===== src/rtl/ifu_pkg.sv =====
// rtl/ifu_pkg.sv - shared types and constants for the instruction fetch unit
package ifu_pkg;

    localparam int XLEN_PC = 32;
    localparam int INSTR_W = 32;

    localparam logic [XLEN_PC-1:0] DEFAULT_RESET_PC = 32'h0000_0000;
    localparam logic [INSTR_W-1:0] NOP_INSTR        = 32'h0000_0013;

    typedef struct packed {
        logic [XLEN_PC-1:0] pc;
        logic [INSTR_W-1:0] instr;
    } fetch_entry_t;

    function automatic logic [XLEN_PC-1:0] align_pc(input logic [XLEN_PC-1:0] a);
        return a & ~XLEN_PC'(3);
    endfunction

endpackage


===== src/rtl/ifu_fifo.sv =====
// rtl/ifu_fifo.sv - synchronous fetch_entry_t FIFO with flush, used for prefetch queue and PC tags
module ifu_fifo
    import ifu_pkg::*;
#(
    parameter int DEPTH = 4
) (
    input  logic                   clk,
    input  logic                   rst,
    input  logic                   flush,
    input  logic                   push,
    input  fetch_entry_t           wr_data,
    input  logic                   pop,
    output fetch_entry_t           rd_data,
    output logic                   full,
    output logic                   empty,
    output logic [$clog2(DEPTH):0] count
);

    localparam int AW = $clog2(DEPTH);
    localparam int CW = AW + 1;

    fetch_entry_t  mem [DEPTH];
    logic [AW-1:0] wr_ptr;
    logic [AW-1:0] rd_ptr;
    logic          do_push;
    logic          do_pop;

    assign empty   = (count == '0);
    assign full    = (count == CW'(DEPTH));
    assign do_pop  = pop && !empty;
    // A full FIFO still accepts a push when the head leaves in the same cycle.
    assign do_push = push && (!full || do_pop);
    assign rd_data = mem[rd_ptr];

    always_ff @(posedge clk) begin
        if (do_push) begin
            mem[wr_ptr] <= wr_data;
        end
    end

    always_ff @(posedge clk) begin
        if (rst || flush) begin
            wr_ptr <= '0;
            rd_ptr <= '0;
            count  <= '0;
        end else begin
            if (do_push) begin
                wr_ptr <= wr_ptr + AW'(1);
            end
            if (do_pop) begin
                rd_ptr <= rd_ptr + AW'(1);
            end
            count <= count + CW'(do_push) - CW'(do_pop);
        end
    end

endmodule


===== src/rtl/instr_fetch_unit.sv =====
// rtl/instr_fetch_unit.sv - PC, in-order imem fetch, prefetch queue and redirect flush; IFU_PERF_CNT_EN adds perf counters
module instr_fetch_unit
    import ifu_pkg::*;
#(
    parameter logic [31:0] RESET_PC = DEFAULT_RESET_PC,
    parameter int          DEPTH    = 4
) (
    input  logic        clk,
    input  logic        rst,
    output logic        imem_req_valid,
    input  logic        imem_req_ready,
    output logic [31:0] imem_addr,
    input  logic        imem_rsp_valid,
    input  logic [31:0] imem_rsp_data,
    input  logic        redirect_valid,
    input  logic [31:0] redirect_pc,
    output logic        id_valid,
    input  logic        id_ready,
    output logic [31:0] id_pc,
    output logic [31:0] id_instr
`ifdef IFU_PERF_CNT_EN
    ,
    output logic [63:0] perf_fetched,
    output logic [63:0] perf_flushed
`endif
);

    localparam int CW = $clog2(DEPTH) + 1;

    logic [31:0]   pc;
    logic [CW-1:0] drop_cnt;
    logic [CW-1:0] q_count;
    logic [CW-1:0] tag_count;
    logic [CW-1:0] outstanding;
    logic [CW:0]   inflight;
    logic          q_full;
    logic          q_empty;
    logic          tag_full;
    logic          tag_empty;
    logic          credit_ok;
    logic          req_fire;
    logic          rsp_keep;
    logic          rsp_drop;
    logic          id_fire;
    fetch_entry_t  tag_wr;
    fetch_entry_t  tag_head;
    fetch_entry_t  q_wr;
    fetch_entry_t  q_head;

    // Responses still owed to pre-redirect requests hold their credit until they drain.
    assign outstanding = tag_count + drop_cnt;
    assign inflight    = (CW+1)'(q_count) + (CW+1)'(outstanding);
    assign credit_ok   = (inflight < (CW+1)'(DEPTH)) && !q_full && !tag_full;

    assign imem_req_valid = !rst && !redirect_valid && credit_ok;
    assign imem_addr      = pc;
    assign req_fire       = imem_req_valid && imem_req_ready;

    assign rsp_drop = !rst && imem_rsp_valid && (redirect_valid || (drop_cnt != '0));
    assign rsp_keep = !rst && imem_rsp_valid && !redirect_valid && (drop_cnt == '0) && !tag_empty;

    assign id_valid = !rst && !redirect_valid && !q_empty;
    assign id_fire  = id_valid && id_ready;
    assign id_pc    = id_valid ? q_head.pc    : '0;
    assign id_instr = id_valid ? q_head.instr : '0;

    always_comb begin
        tag_wr       = '0;
        tag_wr.pc    = pc;
        tag_wr.instr = NOP_INSTR;
        q_wr         = tag_head;
        q_wr.instr   = imem_rsp_data;
    end

    ifu_fifo #(.DEPTH(DEPTH)) u_tag_fifo (
        .clk     (clk),
        .rst     (rst),
        .flush   (redirect_valid),
        .push    (req_fire),
        .wr_data (tag_wr),
        .pop     (rsp_keep),
        .rd_data (tag_head),
        .full    (tag_full),
        .empty   (tag_empty),
        .count   (tag_count)
    );

    ifu_fifo #(.DEPTH(DEPTH)) u_prefetch_q (
        .clk     (clk),
        .rst     (rst),
        .flush   (redirect_valid),
        .push    (rsp_keep),
        .wr_data (q_wr),
        .pop     (id_fire),
        .rd_data (q_head),
        .full    (q_full),
        .empty   (q_empty),
        .count   (q_count)
    );

    always_ff @(posedge clk) begin
        if (rst) begin
            pc       <= RESET_PC;
            drop_cnt <= '0;
        end else if (redirect_valid) begin
            pc       <= align_pc(redirect_pc);
            // A response landing in the redirect cycle belongs to the oldest outstanding fetch.
            drop_cnt <= outstanding - CW'(imem_rsp_valid);
        end else begin
            if (req_fire) begin
                pc <= pc + 32'd4;
            end
            if (imem_rsp_valid && (drop_cnt != '0)) begin
                drop_cnt <= drop_cnt - CW'(1);
            end
        end
    end

`ifdef IFU_PERF_CNT_EN
    always_ff @(posedge clk) begin
        if (rst) begin
            perf_fetched <= '0;
            perf_flushed <= '0;
        end else begin
            perf_fetched <= perf_fetched + 64'(id_fire);
            perf_flushed <= perf_flushed + (redirect_valid ? 64'(q_count) : 64'd0) + 64'(rsp_drop);
        end
    end
`endif

endmodule

===== config.mk =====
export PLATFORM = sky130hd
export DESIGN_NAME = instr_fetch_unit
export DESIGN_NICKNAME = d
export VERILOG_FILES = /design/src/rtl/ifu_pkg.sv /design/src/rtl/ifu_fifo.sv /design/src/rtl/instr_fetch_unit.sv
export SDC_FILE = /design/constraint.sdc
export NUM_CORES = 1
export LEC_CHECK = 0
export CORE_ASPECT_RATIO = 0.5
export CORE_MARGIN = 4
export CORE_UTILIZATION = 57
export DETAILED_ROUTE_END_ITERATION = 8
export PLACE_DENSITY_LB_ADDON = 0.2
export SETUP_SLACK_MARGIN = 0.5
export SLEW_MARGIN = 20
export SYNTH_ARGS = -nofsm -noshare
export SYNTH_HDL_FRONTEND = slang
export SYNTH_SLANG_ARGS = --single-unit
export TNS_END_PERCENT = 20

===== constraint.sdc =====
create_clock -name clk -period 4.55 [get_ports clk]
set_input_delay 0.91 -clock clk [delete_from_list [all_inputs] [get_ports clk]]
set_output_delay 0.91 -clock clk [all_outputs]
set_load 0.01 [all_outputs]

Word level (Yosys, flattened, before mapping)
Memories as Yosys holds them, arrays and structs flattened. A register that Yosys moved wholly into a read port is not among the register bits.
Cells that the tools add are included.
{ "totals": {"word_cells": 73, "mem_count": 2, "reg_bits": 49, "ramBits": 384, "in_bits": 70} }
{ "mem_list": {"columns": ["memory", "words", "width", "read_ports", "rd_clocked_by_memory_dff", "wr", "line_no", "text"], "rows": [
  ["u_prefetch_q.mem", 4, 64, 1, 1, 1, "ifu_fifo.sv:22", "fetch_entry_t mem [DEPTH];"],
  ["u_tag_fifo.mem", 4, 32, 1, 1, 1, "ifu_fifo.sv:22", null]
]} }
{ "op_classes": {"reduce_logical": 32, "eq_ne": 2, "magnitude_cmp": 1, "mux": 14, "n_addsub": 13} }
{ "ops": {"columns": ["cell", "n"], "rows": [
  ["$mux 32", 4],
  ["$add 32x3->32 const B", 1],
  ["$logic_and 1x1->1", 16],
  ["$logic_not 3->1", 3],
  ["$sub 3x1->3", 3],
  ["$add 2x1->2 const B", 4],
  ["$mux 2", 4],
  ["$add 3x1->3", 2],
  ["$eq 3x3->1 const B", 2],
  ["$logic_not 1->1", 6],
  ["$mux 3", 2],
  ["$add 3x3->4", 1],
  ["$lt 4x3->1 const B", 1],
  ["$mux 1", 4],
  ["$reduce_bool 2->1", 2],
  ["$add 3x3->3", 1],
  ["$logic_or 1x1->1", 3],
  ["$reduce_bool 3->1", 1],
  ["$sub 3x1->3 const B", 1],
  ["$reduce_or 2->1", 1]
]} }

Longest topological paths before layout
Gate-level depths: netlist of run 1.
{ "logic_depth": {"depth_word": 10, "depth_mapped": 16, "ltp_nobuf": 14} }

Modules after synthesis
A second synthesis of run 1 with hierarchy kept.
{ "unflattened": {"hier_cells": 1122, "hier_area_um2": 22009.9} }
{ "modules_own_cells": {"columns": ["module", "seq_area_each_um2", "cells_per_inst", "n_inst", "area_per_inst_um2"], "rows": [
  ["ifu_fifo", 7867.5, 382, 2, 9689.3],
  ["instr_fetch_unit", 660.6, 358, 1, 2631.3]
]} }

Worst setup path after synthesis of run 1
OpenSTA, ideal clock, no wires.
{ "synth_timing": {"path_type": "input to register", "from": "input redirect_valid", "to": "memory u_prefetch_q.mem[1][0] (netlist bit), enable pin", "required_time_ps": 4124, "n_path_buf": 3, "arrival_ps": 3615, "cell_stages": 7, "path_slack_ps": 509, "cell_sequence": "buf_2 or2_2 clkbuf_1 nor4b_4 and2b_1 buf_4 and2_1"} }
{ "synth_via": {"elab_chain_len": 9} }
{ "synth_lines": {"columns": ["element", "line_no", "text"], "rows": [
  ["start, declared", "instr_fetch_unit.sv:15", "input logic redirect_valid,"],
  ["$logic_not 1->1 *", "instr_fetch_unit.sv:60, instr_fetch_unit.sv:62", null],
  ["$logic_and 1x1->1 (2 in series)", "instr_fetch_unit.sv:62", "assign id_valid = !rst && !redirect_valid && !q_empty;"],
  ["$logic_and 1x1->1", "instr_fetch_unit.sv:63", "assign id_fire = id_valid && id_ready;"],
  ["$logic_and 1x1->1", "ifu_fifo.sv:30", "assign do_pop = pop && !empty;"],
  ["$logic_or 1x1->1", "ifu_fifo.sv:32", "assign do_push = push && (!full || do_pop);"],
  ["$logic_and 1x1->1 *", "ifu_fifo.sv:32", null],
  ["net u_prefetch_q.do_push", "ifu_fifo.sv:25", "logic do_push;"],
  ["$mux 1 *", "ifu_fifo.sv:36", "if (do_push) begin"],
  ["$mux 1 (implied by the code) *", "ifu_fifo.sv:37", "mem[wr_ptr] <= wr_data;"],
  ["end, declared", "ifu_fifo.sv:22", null]
]} }
The timed path passes the listed nets; every way through them passes the cells marked *.

Worst setup path after layout of run 1
{ "layout_timing": {"from": "input redirect_valid", "to": "output id_pc[3]"} }
{ "layout_via": {"elab_chain_len": 4} }
{ "layout_lines": {"columns": ["element", "line_no", "text"], "rows": [
  ["$logic_not 1->1", "instr_fetch_unit.sv:62", null],
  ["$logic_and 1x1->1 (2 in series)", "instr_fetch_unit.sv:62", null],
  ["$mux 32", "instr_fetch_unit.sv:64", "assign id_pc = id_valid ? q_head.pc : '0;"],
  ["end, declared", "instr_fetch_unit.sv:19", "output logic [31:0] id_pc,"]
]} }
No other way between the ends.

==> flow_metrics.env, run 1 <==
export IMPL_fp_dieW_um=251
export IMPL_tightestPinTransition_ns=0.828
export IMPL_core_area_um2=29000
export IMPL_crit_path_end_kind="output port"
export IMPL_setup_violations=0
export IMPL_finalHoldViolations=0
export IMPL_grt_pass1_wl_mm=53.3
export IMPL_syn_to_final_growth_pct=19.3
export IMPL_first_pass_iters=5
export IMPL_via_per_inst=5.95
export IMPL_cts_hold_buf=0
export IMPL_start_kind="input pin"
export IMPL_fin_crit_sh=0.857
export IMPL_first_iter_violations=901
export IMPL_syn_area_per_cell_um2=18.1
export IMPL_synth_top_area_frac=0.658
export IMPL_criticalPathCategory="in2out"
export IMPL_synth_edf_count=368
export IMPL_drive_above_1_share=0.165
export IMPL_ioPinCount=168
export IMPL_synth_seq_area_share=0.719
export IMPL_grt_use_total=0.213
export IMPL_antenna_found_initial=0
export IMPL_powerDensity_nw_per_um2=376
export IMPL_path_max_fanout=65
export IMPL_rsz0062_at_grt="yes"
export IMPL_yosysWarnings=0
export IMPL_htree_levels=2
export IMPL_grt_pass1_vias=9212
export IMPL_critPathArrivalTime_ns=2.99
export IMPL_synth_seq_cells=419
export IMPL_hold_path_class="reg2reg"
export IMPL_cts_path_max_buffers=3
export IMPL_ant_nets=0
export IMPL_path_clk_slew_ns=0.07
export IMPL_post_route_drc_count=0
export IMPL_cts_tree="built"
export IMPL_fin_crit_ns=3.90
export IMPL_synth_area_top_cells="edfxtp_1 66%, mux4_2 12%, dfxtp_1 6.1%"
export IMPL_dp_hpwl_mm=20.9
export IMPL_slew_headroom=0.448
export IMPL_yosysTopAreaCell="edfxtp_1"
export IMPL_pre_cts_ws_ns=0.488
export IMPL_outcome="complete, no violations"
export IMPL_num_rows=44
export IMPL_setup_slack_ns=0.650
export IMPL_gp_congestion=0.807
export IMPL_overflow=0
export IMPL_wl_per_cell_um=22.4
export IMPL_ys_async_sr_fraction=0
export IMPL_syn_area_um2=16800
export IMPL_clock_sinks=419
export IMPL_antenna_cells=0
export IMPL_vias=8990
export IMPL_nets=1191
export IMPL_leakagePower_nw=6.35
export IMPL_cts_buffers=36
export IMPL_netlist_instances=927
export IMPL_p_total_mw=7.53
export IMPL_grt_max_degree=66
export IMPL_worstSkewPairLatency_ns=0.52
export IMPL_drv_slew=0
export IMPL_ctsRootBufferMaster="clkbuf_16"
export IMPL_synthFlopType="edfxtp_1"
export IMPL_port_buffers=161
export IMPL_max_freq_ghz=0.256
export IMPL_synthDistinctLibCells=64
export IMPL_clock_skew_ns=0.0167
export IMPL_cap_viol_max_count=0
export IMPL_fin_setup_tns_ns=0
export IMPL_required_ns=3.64
export IMPL_ir_worst_vdd_mv=0.255
export IMPL_wl_mm=33.9
export IMPL_die_h_um=129
export IMPL_initial_core_util=0.579
export IMPL_die_area_um2=32400
export IMPL_fillers=1840
==> cell usage after synthesis, types with 11 or more instances <==
cell and number:
nand2_1 40, nand4_1 12, ha_1 20, mux4_2 92, a21oi_1 13, xnor2_1 16
nand3_1 15, and3_1 11, dfxtp_1 51, inv_1 23, edfxtp_1 368, nor3_1 14
and2_1 72, clkbuf_1 23, nor2_1 25
==> critical path, stage by stage <==
cell	delay [ns]
clkdlybuf4s50_1	0.48
or2_4	0.39
nor2_4	0.16
buf_12	0.24
and2_1	0.21
clkdlybuf4s50_1	0.54
==> registers in the layout, summed over array words and instances (netlist names), 3 cells and up, named ones only <==
register and count:
imem_addr 30, u_tag_fifo.mem 120, u_prefetch_q.mem 248, u_prefetch_q.count 3, drop_cnt 3, u_tag_fifo.count 3
==> cells by family (layout without fill, tap and decap cells) <==
logic type / after synthesis / after routing / synth area share
XOR/XNOR: 20 / 20 / 0.0104
flip-flops: 419 / 419 / 0.719
AND/OR/NAND/NOR: 226 / 226 / 0.0768
adder cells (fa/ha/maj): 23 / 23 / 0.0185
AO/OA/AOI/OAI: 70 / 70 / 0.0290
other: 1 / 4 / 0.000223
buffers and inverters: 74 / 265 / 0.0212
multiplexers: 94 / 94 / 0.125
==> per-layer routing <==
layer,GRT usage,wire [um],vias to the layer above
met5,0,0,-
met4,0.0420,504,0
met3,0.0339,1710,49
met2,0.352,16600,273
met1,0.311,15100,4652
li1,-,-,4016
==> placed cells by master, fill, tap and decap left out, types with 3 or more instances in the layout <==
cell type          n
a211oi_1          10
a21oi_1           13
a311oi_1           3
a31oi_1           10
and2_1            68
and2_2             4
and3_1            11
buf_12             6
buf_4             14
bufinv_16          4
clkbuf_1           5
clkbuf_16         37
clkdlybuf4s50_1  160
clkinv_1           6
clkinv_2           5
clkinvlp_4         3
conb_1             4
dfxtp_1           47
dfxtp_2            3
edfxtp_1         368
fa_1               3
ha_1              20
inv_1             23
mux4_2            92
nand2_1           40
nand3_1           14
nand4_1           12
nor2_1            24
nor3_1            13
nor4_1             4
o211ai_1           4
o21ai_0            7
o22ai_1            4
o311ai_0           4
o31a_1             4
or3_1              4
or4_1              8
xnor2_1           16
xor2_1             4
==> per-stage QoR <==
| stage | std cells | util | hold slack [ns] | area [um^2] |
|---|---|---|---|---|
| after floorplan | 930 | - | 0.469 | 16800 |
| after global placement | 1450 | 0.650 | 0.477 | 18900 |
| after detailed placement | 1450 | 0.650 | 0.490 | 18900 |
| after CTS | 1512 | 0.690 | 0.499 | 20000 |
| after global routing | 1512 | 0.690 | 0.559 | 20000 |
| final | 1512 | 0.690 | 0.497 | 20000 |
==> final timing paths <==
check                               to                  from  slack [ns]  cells after the start
hold / removal    u_tag_fifo.wr_ptr[1]  u_tag_fifo.wr_ptr[1]        0.50                      2
hold reg to reg   u_tag_fifo.wr_ptr[1]  u_tag_fifo.wr_ptr[1]        0.50                      2
setup / recovery              id_pc[3]        redirect_valid        0.65                      6
setup reg to reg   u_tag_fifo.count[1]           drop_cnt[0]        0.88                     13
==> layout make-up <==
class,count,area (um^2),area share
clock inverter,19,199,0.00993
multi-input combinational,437,4390,0.219
tap,391,489,0.0244
timing repair buffer,181,1840,0.0916
clock buffer,42,945,0.0472
sequential,419,12100,0.603
inverter,23,86.3,0.00431
==> power by group <==
group	switching (mW)	leakage, nW	internal (mW)
Sequential	0.0577	3.75	4.20
Combinational	0.134	2.04	0.135
Clock	1.29	0.552	1.71
==> timing repair <==
action / in CTS / in global routing
setup buffers: 1 / 0
pin swaps: 1 / 0
gates resized for setup: 3 / 1
endpoints found under the setup margin: 5 / 63
cloned: 0 / 0
Note: power is estimated with default switching activity, not from simulation.
==> run 2: changes to the inputs <==
- CORE_UTILIZATION: 57 -> 35
- clock period: 4.55 -> 3.5 ns (I/O delays scaled with it)
==> flow_metrics.env, run 2 (synthesis results as in run 1) <==
export IMPL_fillers=4109
export IMPL_initial_core_util=0.357
export IMPL_htree_levels=2
export IMPL_critPathArrivalTime_ns=2.64
export IMPL_fin_crit_ns=3.34
export IMPL_start_kind="flip-flop"
export IMPL_criticalPathCategory="reg2out"
export IMPL_p_total_mw=10.4
export IMPL_cts_hold_buf=0
export IMPL_slowest_stage="fa_2"
export IMPL_drv_slew=0
export IMPL_clock_skew_ns=0.0227
export IMPL_max_freq_ghz=0.299
export IMPL_die_h_um=163
export IMPL_timing_critical_path_buf_inv=1
export IMPL_path_clk_slew_ns=0.06
export IMPL_first_iter_violations=678
export IMPL_ant_nets=0
export IMPL_leakagePower_nw=7.26
export IMPL_post_route_drc_count=0
export IMPL_tightestPinTransition_ns=0.897
export IMPL_num_rows=56
export IMPL_grt_max_degree=45
export IMPL_clock_sinks=419
export IMPL_setup_violations=0
export IMPL_r2r_cells=11
export IMPL_fin_crit_sh=0.955
export IMPL_worstSkewPairLatency_ns=0.54
export IMPL_crit_path_end_kind="output port"
export IMPL_port_buffers=161
export IMPL_cap_viol_max_count=0
export IMPL_largest_reg_flops=248
export IMPL_fin_setup_tns_ns=0
export IMPL_final_cell_mix="368 x edfxtp_1, 97 x clkdlybuf4s50_1, 92 x mux4_2, 67 x and2_1, 45 x dfxtp_1"
export IMPL_nets=1228
export IMPL_pre_cts_ws_ns=0.0359
export IMPL_syn_to_final_growth_pct=26.1
export IMPL_grt_use_total=0.148
export IMPL_max_stage_delay_ns=0.35
export IMPL_powerDensity_nw_per_um2=492
export IMPL_layout_commonest_cell="edfxtp_1"
export IMPL_hold_end="u_tag_fifo.wr_ptr[1]"
export IMPL_ir_worst_vdd_mv=0.314
export IMPL_grt_pass1_vias=9579
export IMPL_rr_endpoint="u_tag_fifo.count[2]"
export IMPL_vias=9103
export IMPL_cts_buffers=41
export IMPL_path_max_fanout=2
export IMPL_top_register="u_prefetch_q.mem"
export IMPL_drive_above_1_share=0.210
export IMPL_fp_dieW_um=318
export IMPL_slew_headroom=0.402
export IMPL_r2r_start="u_tag_fifo.count[1]"
export IMPL_min_delay_start="u_tag_fifo.wr_ptr[1]"
export IMPL_required_ns=2.80
export IMPL_antenna_found_initial=0
export IMPL_placed_cell_area_um2=19500
export IMPL_gp_congestion=0.804
export IMPL_antenna_cells=0
export IMPL_cts_tree="built"
export IMPL_regToRegSetupSlack_ns=0.55
export IMPL_grt_pass1_wl_mm=58.6
export IMPL_path_cells="ha_4 -> fa_2 -> xnor2_2 -> xnor2_2 -> ha_1 -> nor3_2 -> nand3_1 -> nor3b_2 -> buf_2"
export IMPL_core_area_um2=47100
export IMPL_wl_per_cell_um=21.6
export IMPL_cts_path_max_buffers=3
export IMPL_setup_slack_ns=0.159
export IMPL_ctsRootBufferMaster="clkbuf_16"
export IMPL_rsz0062_at_grt="yes"
export IMPL_overflow=0
export IMPL_finalHoldViolations=0
export IMPL_critical_path_most_common_cell="xnor2_2"
export IMPL_wl_mm=38.9
export IMPL_dp_hpwl_mm=23.9
export IMPL_outcome="complete, no violations"
export IMPL_first_pass_iters=5
export IMPL_path_delay_family="adder cells"
export IMPL_hold_depth=2
export IMPL_die_area_um2=51700
export IMPL_ioPinCount=168
export IMPL_via_per_inst=5.05
export IMPL_stdcell_area_um2=21200
export IMPL_hold_path_class="reg2reg"
-- run 2: cell types whose count changed in the layout (fill, tap and decap cells not counted), moves of 7 or more --
cell             before  now
buf_12                6   17
buf_4                14   27
clkbuf_16            37   44
clkdlybuf4s15_1       0    9
clkdlybuf4s50_1     160   97
dlygate4sd2_1         1   30
dlymetal6s2s_1        0   21
-- run 2: timing repair --
| item | CTS | global route |
|---|---|---|
| gates cloned | 4 | 1 |
| pin swaps | 8 | 8 |
| resized for setup | 67 | 40 |
| buffers inserted | 2 | 6 |
| setup endpoints to repair | 203 | 202 |
-- run 2: cell type report --
| type | instances | area, um^2 | area share |
|---|---|---|---|
| sequential | 419 | 12100 | 0.571 |
| multi-input combinational | 437 | 4460 | 0.211 |
| timing repair buffer | 213 | 2360 | 0.111 |
| clock buffer | 50 | 1120 | 0.0530 |
| tap | 638 | 798 | 0.0377 |
| clock inverter | 22 | 249 | 0.0118 |
| inverter | 23 | 86.3 | 0.00408 |
-- run 2: metrics by stage --
stage               hold slack (ns)   util  instances
finish                        0.513  0.449       1802
CTS                           0.516  0.446       1795
global placement              0.478  0.413       1717
global route                  0.547  0.449       1802
floorplan                     0.469      -        930
detailed placement            0.508  0.413       1717
-- run 2: worst register-to-register path, cell delays in order (launching register included) --
cell and delay (ns):
dfxtp_1 0.45, fa_2 0.49, ha_1 0.29, nand3_1 0.10, and3b_2 0.34, nand2_4 0.12
inv_1 0.06, ha_1 0.21, fa_1 0.38, xnor2_1 0.19, xnor2_1 0.14, nor2_1 0.06
-- run 2: power breakdown --
| group | switching (mW) | total, mW | internal (mW) | leakage, nW |
|---|---|---|---|---|
| Sequential | 0.0756 | 5.54 | 5.47 | 3.75 |
| Clock | 1.83 | 4.48 | 2.66 | 0.670 |
| Combinational | 0.187 | 0.384 | 0.197 | 2.84 |
-- run 2: worst max-delay path by stage --
stage / start / end / slack [ns] / depth (start not counted)
2_1_floorplan: drop_cnt[0] / u_tag_fifo.mem[1][10] / 0.28 / 9
3_3_place_gp: redirect_valid / id_pc[14] / 0.03 / 6
3_5_place_dp: rst / id_pc[14] / 0.04 / 6
4_1_cts: drop_cnt[0] / imem_req_valid / 0.09 / 9
5_1_grt: drop_cnt[0] / imem_req_valid / 0.005 / 9
6_report: drop_cnt[0] / imem_req_valid / 0.16 / 9
-- run 2: routing by layer --
metal  vias to the layer above  track usage  routed length (um)
met4                         0       0.0381                 756
met3                        62       0.0245                1470
li1                       4099            -                   -
met5                         -            0                   0
met2                       168        0.261               20100
met1                      4774        0.193               16500
==> run 3: changes to the inputs <==
- SYNTH_HIERARCHICAL: not set -> 1
==> flow_metrics.env, run 3 <==
export IMPL_initial_core_util=0.357
export IMPL_grt_pass1_vias=10100
export IMPL_first_iter_violations=820
export IMPL_cts_tree="built"
export IMPL_antenna_found_initial=3
export IMPL_drv_slew=0
export IMPL_wl_met2_mm=21.2
export IMPL_fin_crit_ns=3.26
export IMPL_pre_cts_ws_ns=0.137
export IMPL_fp_dieW_um=323
export IMPL_start_kind="flip-flop"
export IMPL_slowest_stage="dfxtp_2"
export IMPL_syn_to_final_growth_pct=27.3
export IMPL_final_cell_mix="384 x edfxtp_1, 104 x clkdlybuf4s50_1, 96 x mux4_2, 70 x and2_1, 47 x clkbuf_16"
export IMPL_die_h_um=166
export IMPL_cts_buffers=42
export IMPL_cts_path_max_buffers=3
export IMPL_cap_viol_max_count=0
export IMPL_syn_area_um2=17400
export IMPL_first_pass_iters=5
export IMPL_cts_hold_buf=0
export IMPL_netlist_instances=957
export IMPL_ir_worst_vdd_mv=0.276
export IMPL_antenna_cells=0
export IMPL_clock_sinks=435
export IMPL_worstSkewPairLatency_ns=0.55
export IMPL_vias=9555
export IMPL_grt_use_total=0.151
export IMPL_maxUsedRoutingLayer="met4"
export IMPL_wl_per_cell_um=21.9
export IMPL_path_clk_slew_ns=0.06
export IMPL_yosysWarnings=6
export IMPL_fillers=4179
export IMPL_wl_mm=41.2
export IMPL_critPathArrivalTime_ns=2.56
export IMPL_path_cells="ha_4 -> inv_2 -> fa_2 -> xor2_1 -> xnor2_1 -> ha_1 -> nor4_4 -> and3_1 -> buf_2"
export IMPL_hold_path_class="reg2reg"
export IMPL_dr_wl_met3_mm=1.87
export IMPL_setup_slack_ns=0.241
export IMPL_slew_headroom=0.393
export IMPL_grt_pass1_wl_mm=62.2
export IMPL_tightestPinTransition_ns=0.903
export IMPL_ioPinCount=168
export IMPL_num_rows=57
export IMPL_seqCellArea_um2=12600
export IMPL_nets=1296
export IMPL_criticalPathCategory="reg2out"
export IMPL_path_max_fanout=2
export IMPL_gp_congestion=0.789
export IMPL_max_stage_delay_ns=0.35
export IMPL_top_register="u_prefetch_q/mem"
export IMPL_die_area_um2=53600
export IMPL_setup_violations=0
export IMPL_drive_above_1_share=0.243
export IMPL_outcome="complete, no violations"
export IMPL_final_util=0.454
export IMPL_rsz0062_at_grt="yes"
export IMPL_core_area_um2=48900
export IMPL_powerDensity_nw_per_um2=479
export IMPL_clock_skew_ns=0.0171
export IMPL_grt_max_degree=36
export IMPL_multiInputGateArea_um2=4710
export IMPL_finalHoldViolations=0
export IMPL_via_per_inst=5.07
export IMPL_layout_commonest_cell="edfxtp_1"
export IMPL_dp_hpwl_mm=24.9
export IMPL_post_route_drc_count=0
export IMPL_largest_reg_flops=256
export IMPL_crit_path_end_kind="output port"
export IMPL_required_ns=2.80
export IMPL_port_buffers=163
export IMPL_wl_met1_mm=17.5
export IMPL_fin_crit_sh=0.931
export IMPL_overflow=0
export IMPL_max_freq_ghz=0.307
export IMPL_leakagePower_nw=7.63
export IMPL_ant_nets=0
export IMPL_htree_levels=2
export IMPL_ctsRootBufferMaster="clkbuf_16"
export IMPL_syn_area_per_cell_um2=18.2
[run 3: layout make-up]
type                    count  share of cell area
clock buffers              55              0.0515
clock inverters            21             0.00970
inverters                  19             0.00333
multi-input cells         464               0.213
flip-flops and latches    435               0.567
well taps                 649              0.0366
repair buffers            243               0.119
[run 3: stage by stage]
stage	cells	TNS (ns)	hold slack [ns]	cell area (um^2)	power, mW
after global placement	1770	0	0.482	20200	6.19
after floorplan	966	-0.0694	0.471	17500	5.98
after CTS	1871	0	0.524	21900	10.7
after global routing	1886	0	0.539	22200	11.0
after detailed placement	1770	0	0.506	20200	6.20
final	1886	0	0.532	22200	10.6
[run 3: path summary, 6_finish.rpt]
check / from / endpoint / slack [ns] / cells after the start
hold / removal: u_prefetch_q/wr_ptr[1] / u_prefetch_q/wr_ptr[1] / 0.53 / 2
hold reg to reg: u_prefetch_q/wr_ptr[1] / u_prefetch_q/wr_ptr[1] / 0.53 / 2
setup / recovery: drop_cnt[0] / imem_req_valid / 0.24 / 9
setup reg to reg: drop_cnt[0] / u_tag_fifo/count[2] / 0.28 / 17
[run 3: what timing repair did]
item,4_1_cts,5_1_grt
endpoints found under the setup margin,214,210
gates resized for setup,91,40
gates cloned,4,4
setup buffers,21,11
pin swaps,12,11
[run 3: routing by layer]
metal  vias to the layer above  track usage
met3                        55       0.0258
met4                         0       0.0332
li1                       4309            -
met5                         -            0
met1                      4981        0.197
met2                       210        0.268
[run 3: where the power goes]
| part | total, mW | switching (mW) | internal (mW) |
|---|---|---|---|
| Clock | 4.50 | 1.89 | 2.60 |
| Combinational | 0.380 | 0.186 | 0.194 |
| Sequential | 5.73 | 0.0660 | 5.67 |
[run 3: critical path: cells and delay by family, from the launching register on]
family | cells | cell delay (ns)
AND/OR/NAND/NOR | 2 | 0.35
buffers and inverters | 2 | 0.17
flip-flops | 1 | 0.35
XOR/XNOR | 2 | 0.40
adder cells (fa/ha/maj) | 3 | 0.76
